[src/rtl/sumador_serial.sv]
// Bit-serial adder/subtractor: one full-adder cell plus a carry flop, LSB first,
// N cycles per operation behind a start/done handshake.
module sumador_serial #(
  parameter int N = 8
) (
  input  logic         clk,
  input  logic         rst_n,
  input  logic         start,
  input  logic [N-1:0] a,
  input  logic [N-1:0] b,
  input  logic         cin,
  input  logic         resta,
  output logic         busy,
  output logic         done,
  output logic [N-1:0] sum,
  output logic         cout,
  output logic         overflow,
  output logic [1:0]   state_dbg
);

  // Handshake: start is sampled only in IDLE, where it captures a/b/cin/resta
  // on that edge; done pulses for one cycle when sum/cout/overflow are final.
  typedef enum logic [1:0] {
    IDLE = 2'd0,
    SUMA = 2'd1,
    FIN  = 2'd2
  } state_t;

  localparam int CW = $clog2(N);
  localparam logic [CW-1:0] LAST = CW'(N - 1);

  state_t         state_q, state_d;
  logic [CW-1:0]  cnt_q, cnt_d;
  logic [N-1:0]   a_q, a_d;
  logic [N-1:0]   b_q, b_d;
  logic           carry_q, carry_d;
  logic [N-1:0]   sum_q, sum_d;
  logic           cout_q, cout_d;
  logic           ovf_q, ovf_d;

  logic           s_bit;
  logic           c_next;

  assign s_bit  = a_q[0] ^ b_q[0] ^ carry_q;
  assign c_next = (a_q[0] & b_q[0]) | (carry_q & (a_q[0] ^ b_q[0]));

  always_comb begin
    state_d = state_q;
    cnt_d   = cnt_q;
    a_d     = a_q;
    b_d     = b_q;
    carry_d = carry_q;
    sum_d   = sum_q;
    cout_d  = cout_q;
    ovf_d   = ovf_q;
    case (state_q)
      IDLE: begin
        if (start) begin
          // Subtraction is a + ~b + ~cin, so only the operand and carry inverters change.
          a_d     = a;
          b_d     = resta ? ~b : b;
          carry_d = resta ? ~cin : cin;
          cnt_d   = '0;
          sum_d   = '0;
          cout_d  = 1'b0;
          ovf_d   = 1'b0;
          state_d = SUMA;
        end
      end
      SUMA: begin
        carry_d = c_next;
        sum_d   = {s_bit, sum_q[N-1:1]};
        a_d     = a_q >> 1;
        b_d     = b_q >> 1;
        if (cnt_q == LAST) begin
          // On the MSB, carry_q is the carry into it and c_next the carry out.
          cout_d  = c_next;
          ovf_d   = carry_q ^ c_next;
          state_d = FIN;
        end else begin
          cnt_d = cnt_q + 1'b1;
        end
      end
      FIN: begin
        state_d = IDLE;
      end
      default: begin
        state_d = IDLE;
      end
    endcase
  end

  always_ff @(posedge clk) begin
    if (!rst_n) begin
      state_q <= IDLE;
      cnt_q   <= '0;
      a_q     <= '0;
      b_q     <= '0;
      carry_q <= 1'b0;
      sum_q   <= '0;
      cout_q  <= 1'b0;
      ovf_q   <= 1'b0;
    end else begin
      state_q <= state_d;
      cnt_q   <= cnt_d;
      a_q     <= a_d;
      b_q     <= b_d;
      carry_q <= carry_d;
      sum_q   <= sum_d;
      cout_q  <= cout_d;
      ovf_q   <= ovf_d;
    end
  end

  assign busy      = (state_q == SUMA);
  assign done      = (state_q == FIN);
  assign sum       = sum_q;
  assign cout      = cout_q;
  assign overflow  = ovf_q;
  assign state_dbg = state_q;

endmodule
[config.mk]
export PLATFORM = sky130hd
export DESIGN_NAME = sumador_serial
export DESIGN_NICKNAME = d
export VERILOG_FILES = /design/src/rtl/sumador_serial.sv
export SDC_FILE = /design/constraint.sdc
export NUM_CORES = 1
export LEC_CHECK = 0
export BUFFER_PORTS_ARGS = -buffer_cell sky130_fd_sc_hd__buf_2
export CAP_MARGIN = 10
export CORE_ASPECT_RATIO = 1.1
export CORE_MARGIN = 2
export CORE_UTILIZATION = 52
export DETAILED_ROUTE_END_ITERATION = 8
export PLACE_DENSITY_LB_ADDON = 0.12
export REMOVE_ABC_BUFFERS = 1
export SYNTH_ARGS = -nofsm -noshare
export SYNTH_HDL_FRONTEND = slang
export SYNTH_SLANG_ARGS = --single-unit
[constraint.sdc]
create_clock -name clk -period 1.52 [get_ports clk]
set_input_delay 0.152 -clock clk [delete_from_list [all_inputs] [get_ports clk]]
set_output_delay 0.152 -clock clk [all_outputs]
set_load 0.05 [all_outputs]
Yosys cells after proc, flatten, opt, wreduce, memory -nomap -nowiden
Index checks and enable logic that the tools add are counted.
- register bits after elaboration: 32
- input bits: 21
- output and inout port bits: 14
- logic and storage cells: 50
- add/subtract/negate cells: 1
- equality and inequality tests: 6
- multiplexer cells: 21
- bitwise logic cells: 8
- reductions and logical operators: 6
- operator list (cell ; number):
    $pmux 8 s2 ; 3
    $mux 8 ; 4
    $not 8->8 ; 1
    $mux 3 ; 2
    $pmux 1 s2 ; 3
    $pmux 3 s2 ; 1
    $reduce_and 3->1 ; 2
    $mux 1 ; 5
    $mux 2 ; 2
    $ne 2x2->1 const B ; 2
    $pmux 2 s2 ; 1
    $reduce_and 2->1 ; 2
    $add 3x1->3 const B ; 1
    $eq 3x3->1 const B ; 1
    $xor 1x1->1 ; 3
    $and 1x1->1 ; 2
    $eq 2x1->1 const B ; 1
    $eq 2x2->1 const B ; 1
    $logic_not 2->1 ; 1
    $ne 2x1->1 const B ; 1
    $reduce_bool 2->1 ; 1
    $not 1->1 ; 1
    $or 1x1->1 ; 1

Longest topological paths before layout
- depth after elaboration: 6
- gate-level depth with buffers: 7
- mapped depth without buffers: 5

Worst setup path before layout
No wires, ideal clock.
- kind: reg2out
- start: reg state_q[0], in the netlist state_dbg[0]
- end: out done
- data arrival time: 1.593 ns
- data required time: 1.368 ns
- setup slack: -0.225 ns
- cell stages (with the launch flop): 4
- buffers on the path: 2
- cells stage by stage: dfxtp_1 buf_6 buf_4 nor2b_1
- cells in the longest elaborated chain, start to end: 1
- RTL lines (what ; RTL line ; source):
    from (decl) ; 32 ; state_t state_q, state_d;
    from (signal assigned) ; 104 ; state_q <= state_d;
    $eq 2x2->1 ; 116 ; assign done = (state_q == FIN);
    to (decl) ; 14 ; output logic done,
No other way between the ends.

Final worst setup path
- start: reg state_q[0], in the netlist state_dbg[0]
- end: out busy
- cells in the longest elaborated chain, start to end: 1
- RTL lines (what ; RTL line ; source):
    $eq 2x1->1 ; 115 ; assign busy = (state_q == SUMA);
    to (decl) ; 13 ; output logic busy,
No other way between the ends.

==> impl_metrics.toml <==
[status]
run_status = "finished clean"

[setup_path]
crit_path_cells = "nand2b_1, inv_2, buf_4"
end_kind = "primary output"
crit_arrival_ns = 1.29
worst_stage_delay_on_the_critical_path_ns = 0.44
timing.critical_path.max_delay_family = "flip-flops"
critPathLaunchType = "flip-flop"
path_buf_inv = 2
type_of_the_setup_path_with_the_least_slack = "flip-flop to primary output"
required_ns = 1.37
worst_path_max_delay_cell = "sky130_fd_sc_hd__dfxtp_2"
cp_max_fo = 11

[power_and_ir_drop]
power-per-cell-area_nw_per_um2 = 989
p_total_uw = 1680
power.leakage_uw = 0.000718
vdd_drop_max_mv = 0.757

[detailed_routing]
drtPass1Iterations = 4
postRouteAntennaNets = 0
vias_per_cell = 5.42
drt-initial-drc-count = 25
final_routed_wire_length_divided_by_cell_count_um = 12.5
dr_total_vias = 1203
route.detailed.drc = 0
drt_wl_total_um = 2780

[placement]
numPlacedInstances = 214
io_buffers = 34
dp.final_hpwl_um = 2020
dpl_cell_area_um2 = 1630
routabilityCongestion = 0.703

[clock_tree]
path_clk_slew_ns = 0.10
clkSinkCount = 32
clock_insertion_delay_worst_skew_ns = 0.33
cts_tree = "done"
cts_htree_levels = 2
cts-buffers-inserted = 5
cts-root-to-sink-buffers = 2
post_cts_hold_buffer_count = 0
clockRootBuffer = "sky130_fd_sc_hd__clkbuf_4"

[finish]
num-nets-final = 213
multiInputGateArea_um2 = 727
fin_util = 0.624
post_route_cells_drive_above_1_share = 0.265
area_delta_synth_final_pct = 16.6
layoutNonFillerInstCount = 222
finish.instance_area_um2 = 1700
fill_cells = 247
seqCellArea_um2 = 643
number_of_antenna_diodes = 0

[flow_run]
max_cap_violations = 0

[sta]
final_min_period_over_clock_period = 0.951
hold_ws_ns = 0.0696
final.setup_skew_ns = 0.00537
max_slew.worst_pin.slew_ns = 0.598
final_max_slew_viol_count = 0
slew_headroom = 0.601
rsz0062_at_grt = "no"
achievable-frequency_ghz = 0.691
hold_viol = 0
finalWorstPathRequiredPeriod_ns = 1.45
timing.final.setup_violations = 0

[floorplanning]
floorplan.rows = 20
floorplan.initialDensity = 0.535
pin_count = 35
die_w_um = 54.5
die_y_um = 59.6
dieArea_um2 = 3250
coreArea_um2 = 2730

[logic_synthesis]
synth_seq_area_share = 0.439
synth.avg_cell_area_um2 = 9.42
netlist-cell-type-count = 29
number_of_synthesized_register_bits = 32
syn_area_um2 = 1460
post_syn_instances = 155
yosysWarnings = 0

[global_route]
grt_max_degree = 23
number_of_global_route_vias_before_repair = 1141
globalRoute.totalOverflow = 0
groute.usage.overall = 0.203
antenna_found_initial = 0
grt_first_pass_wirelength_um = 4770

[hold_path]
hp-class = "primary input to flip-flop"
[repair_timing]
| item | 4_1_cts | 5_1_grt |
|---|---|---|
| pin swaps | 0 | 0 |
| hold endpoints to repair | 0 | 0 |
| gates resized for setup | 3 | 3 |
| endpoints found under the setup margin | 3 | 3 |
| buffers inserted | 0 | 0 |
[registers in the layout (all words and copies together) (netlist names)]
signal / cells
state_dbg: 2
cout: 1
cnt_q: 3
overflow: 1
a_q: 8
carry_q: 1
b_q: 8
sum: 8
[cells in the final DEF (no fill, tap or decap), types with 2 or more instances in the layout]
cell                       Yosys  final
sky130_fd_sc_hd__inv_1         3      2
sky130_fd_sc_hd__clkbuf_1      3      2
sky130_fd_sc_hd__ha_1          3      3
sky130_fd_sc_hd__buf_4         5      3
sky130_fd_sc_hd__nor3_1        2      2
sky130_fd_sc_hd__nand3_1       6      6
sky130_fd_sc_hd__a22oi_1      10     10
sky130_fd_sc_hd__clkbuf_4      0      6
sky130_fd_sc_hd__mux2i_1       9      9
sky130_fd_sc_hd__a211oi_1     15     15
sky130_fd_sc_hd__dfxtp_1      32     30
sky130_fd_sc_hd__a31oi_1       4      4
sky130_fd_sc_hd__o21ai_0       8      8
sky130_fd_sc_hd__dfxtp_2       0      2
sky130_fd_sc_hd__nor2_1       26     26
sky130_fd_sc_hd__xnor2_1       9      9
sky130_fd_sc_hd__buf_2         2     32
sky130_fd_sc_hd__nand2_1       4      4
[cells in the mapped netlist]
cell | number | area share
sky130_fd_sc_hd__nand2b_1 | 1 | 0.0043
sky130_fd_sc_hd__xor2_1 | 1 | 0.0060
sky130_fd_sc_hd__ha_1 | 3 | 0.026
sky130_fd_sc_hd__a22oi_1 | 10 | 0.051
sky130_fd_sc_hd__a31oi_1 | 4 | 0.017
sky130_fd_sc_hd__a21oi_1 | 1 | 0.0034
sky130_fd_sc_hd__o21ai_0 | 8 | 0.027
sky130_fd_sc_hd__o21bai_2 | 1 | 0.0077
sky130_fd_sc_hd__nor2b_1 | 1 | 0.0043
sky130_fd_sc_hd__nor3_1 | 2 | 0.0069
sky130_fd_sc_hd__xnor2_1 | 9 | 0.054
sky130_fd_sc_hd__a211oi_1 | 15 | 0.077
sky130_fd_sc_hd__nor3b_4 | 1 | 0.013
sky130_fd_sc_hd__nand3b_1 | 1 | 0.0051
sky130_fd_sc_hd__clkbuf_1 | 3 | 0.0077
sky130_fd_sc_hd__o21ba_2 | 1 | 0.0069
sky130_fd_sc_hd__o211ai_1 | 1 | 0.0051
sky130_fd_sc_hd__nand3_1 | 6 | 0.021
sky130_fd_sc_hd__o21ai_1 | 1 | 0.0034
sky130_fd_sc_hd__nand2_1 | 4 | 0.010
sky130_fd_sc_hd__buf_2 | 2 | 0.0069
sky130_fd_sc_hd__nor4b_1 | 1 | 0.0060
sky130_fd_sc_hd__dfxtp_1 | 32 | 0.44
sky130_fd_sc_hd__fa_1 | 1 | 0.014
sky130_fd_sc_hd__mux2i_1 | 9 | 0.062
sky130_fd_sc_hd__buf_6 | 2 | 0.015
sky130_fd_sc_hd__buf_4 | 5 | 0.026
sky130_fd_sc_hd__nor2_1 | 26 | 0.067
sky130_fd_sc_hd__inv_1 | 3 | 0.0077
[final cells by class]
class                           count  share of cell area
Sequential cell                    32               0.378
Clock buffer                        8              0.0345
Timing Repair Buffer               38               0.130
Inverter                            3             0.00661
Tap cell                           33              0.0242
Multi-Input combinational cell    108               0.427
[final timing paths]
path | start | endpoint | slack, ns | cells after the start
max | state_dbg[0] | busy | 0.07 | 3
min | a[7] | a_q[7] | 0.07 | 3
max reg2reg | cnt_q[0] | cnt_q[0] | 0.19 | 5
min reg2reg | overflow | overflow | 0.49 | 2
[where the power goes]
group | switching, uW | internal, uW | leakage (uW)
clock | 277 | 228 | 0.0000326
sequential | 32.8 | 887 | 0.000263
combinational | 146 | 114 | 0.000422
total | 456 | 1230 | 0.000718
[worst reg2reg max path, cell delays in order (launching register included)]
cell and delay [ns]:
sky130_fd_sc_hd__dfxtp_1 0.35, sky130_fd_sc_hd__ha_1 0.22, sky130_fd_sc_hd__ha_1 0.25, sky130_fd_sc_hd__nor4b_1 0.25, sky130_fd_sc_hd__a31oi_1 0.07, sky130_fd_sc_hd__a21oi_1 0.12
[per-stage QoR]
stage	setup WS [ns]	setup TNS, ns
3_3_place_gp	0.226	0
4_1_cts	0.0201	0
6_report	0.0738	0
2_1_floorplan	-0.839	-16.66
5_1_grt	0.00867	0
3_5_place_dp	0.148	0
[logic make-up after synthesis]
family | after synthesis | synth area share
flip-flops | 32 | 0.439
buffers and inverters | 15 | 0.0634
AND/OR/NAND/NOR | 43 | 0.137
XOR/XNOR | 10 | 0.0600
adder cells (fa/ha/maj) | 4 | 0.0394
multiplexers | 9 | 0.0617
AO/OA/AOI/OAI | 42 | 0.200
[per-layer routing]
layer / global-route usage / up-vias / share of wire / wire length (um)
met2: 0.327 / 32 / 0.48 / 1320
met1: 0.244 / 549 / 0.46 / 1270
met4: 0.0643 / 0 / 0.014 / 38
met3: 0.0833 / 5 / 0.051 / 143
li1: - / 617 / - / -
met5: 0 / - / 0 / 0
(Power assumes the default switching activity.)
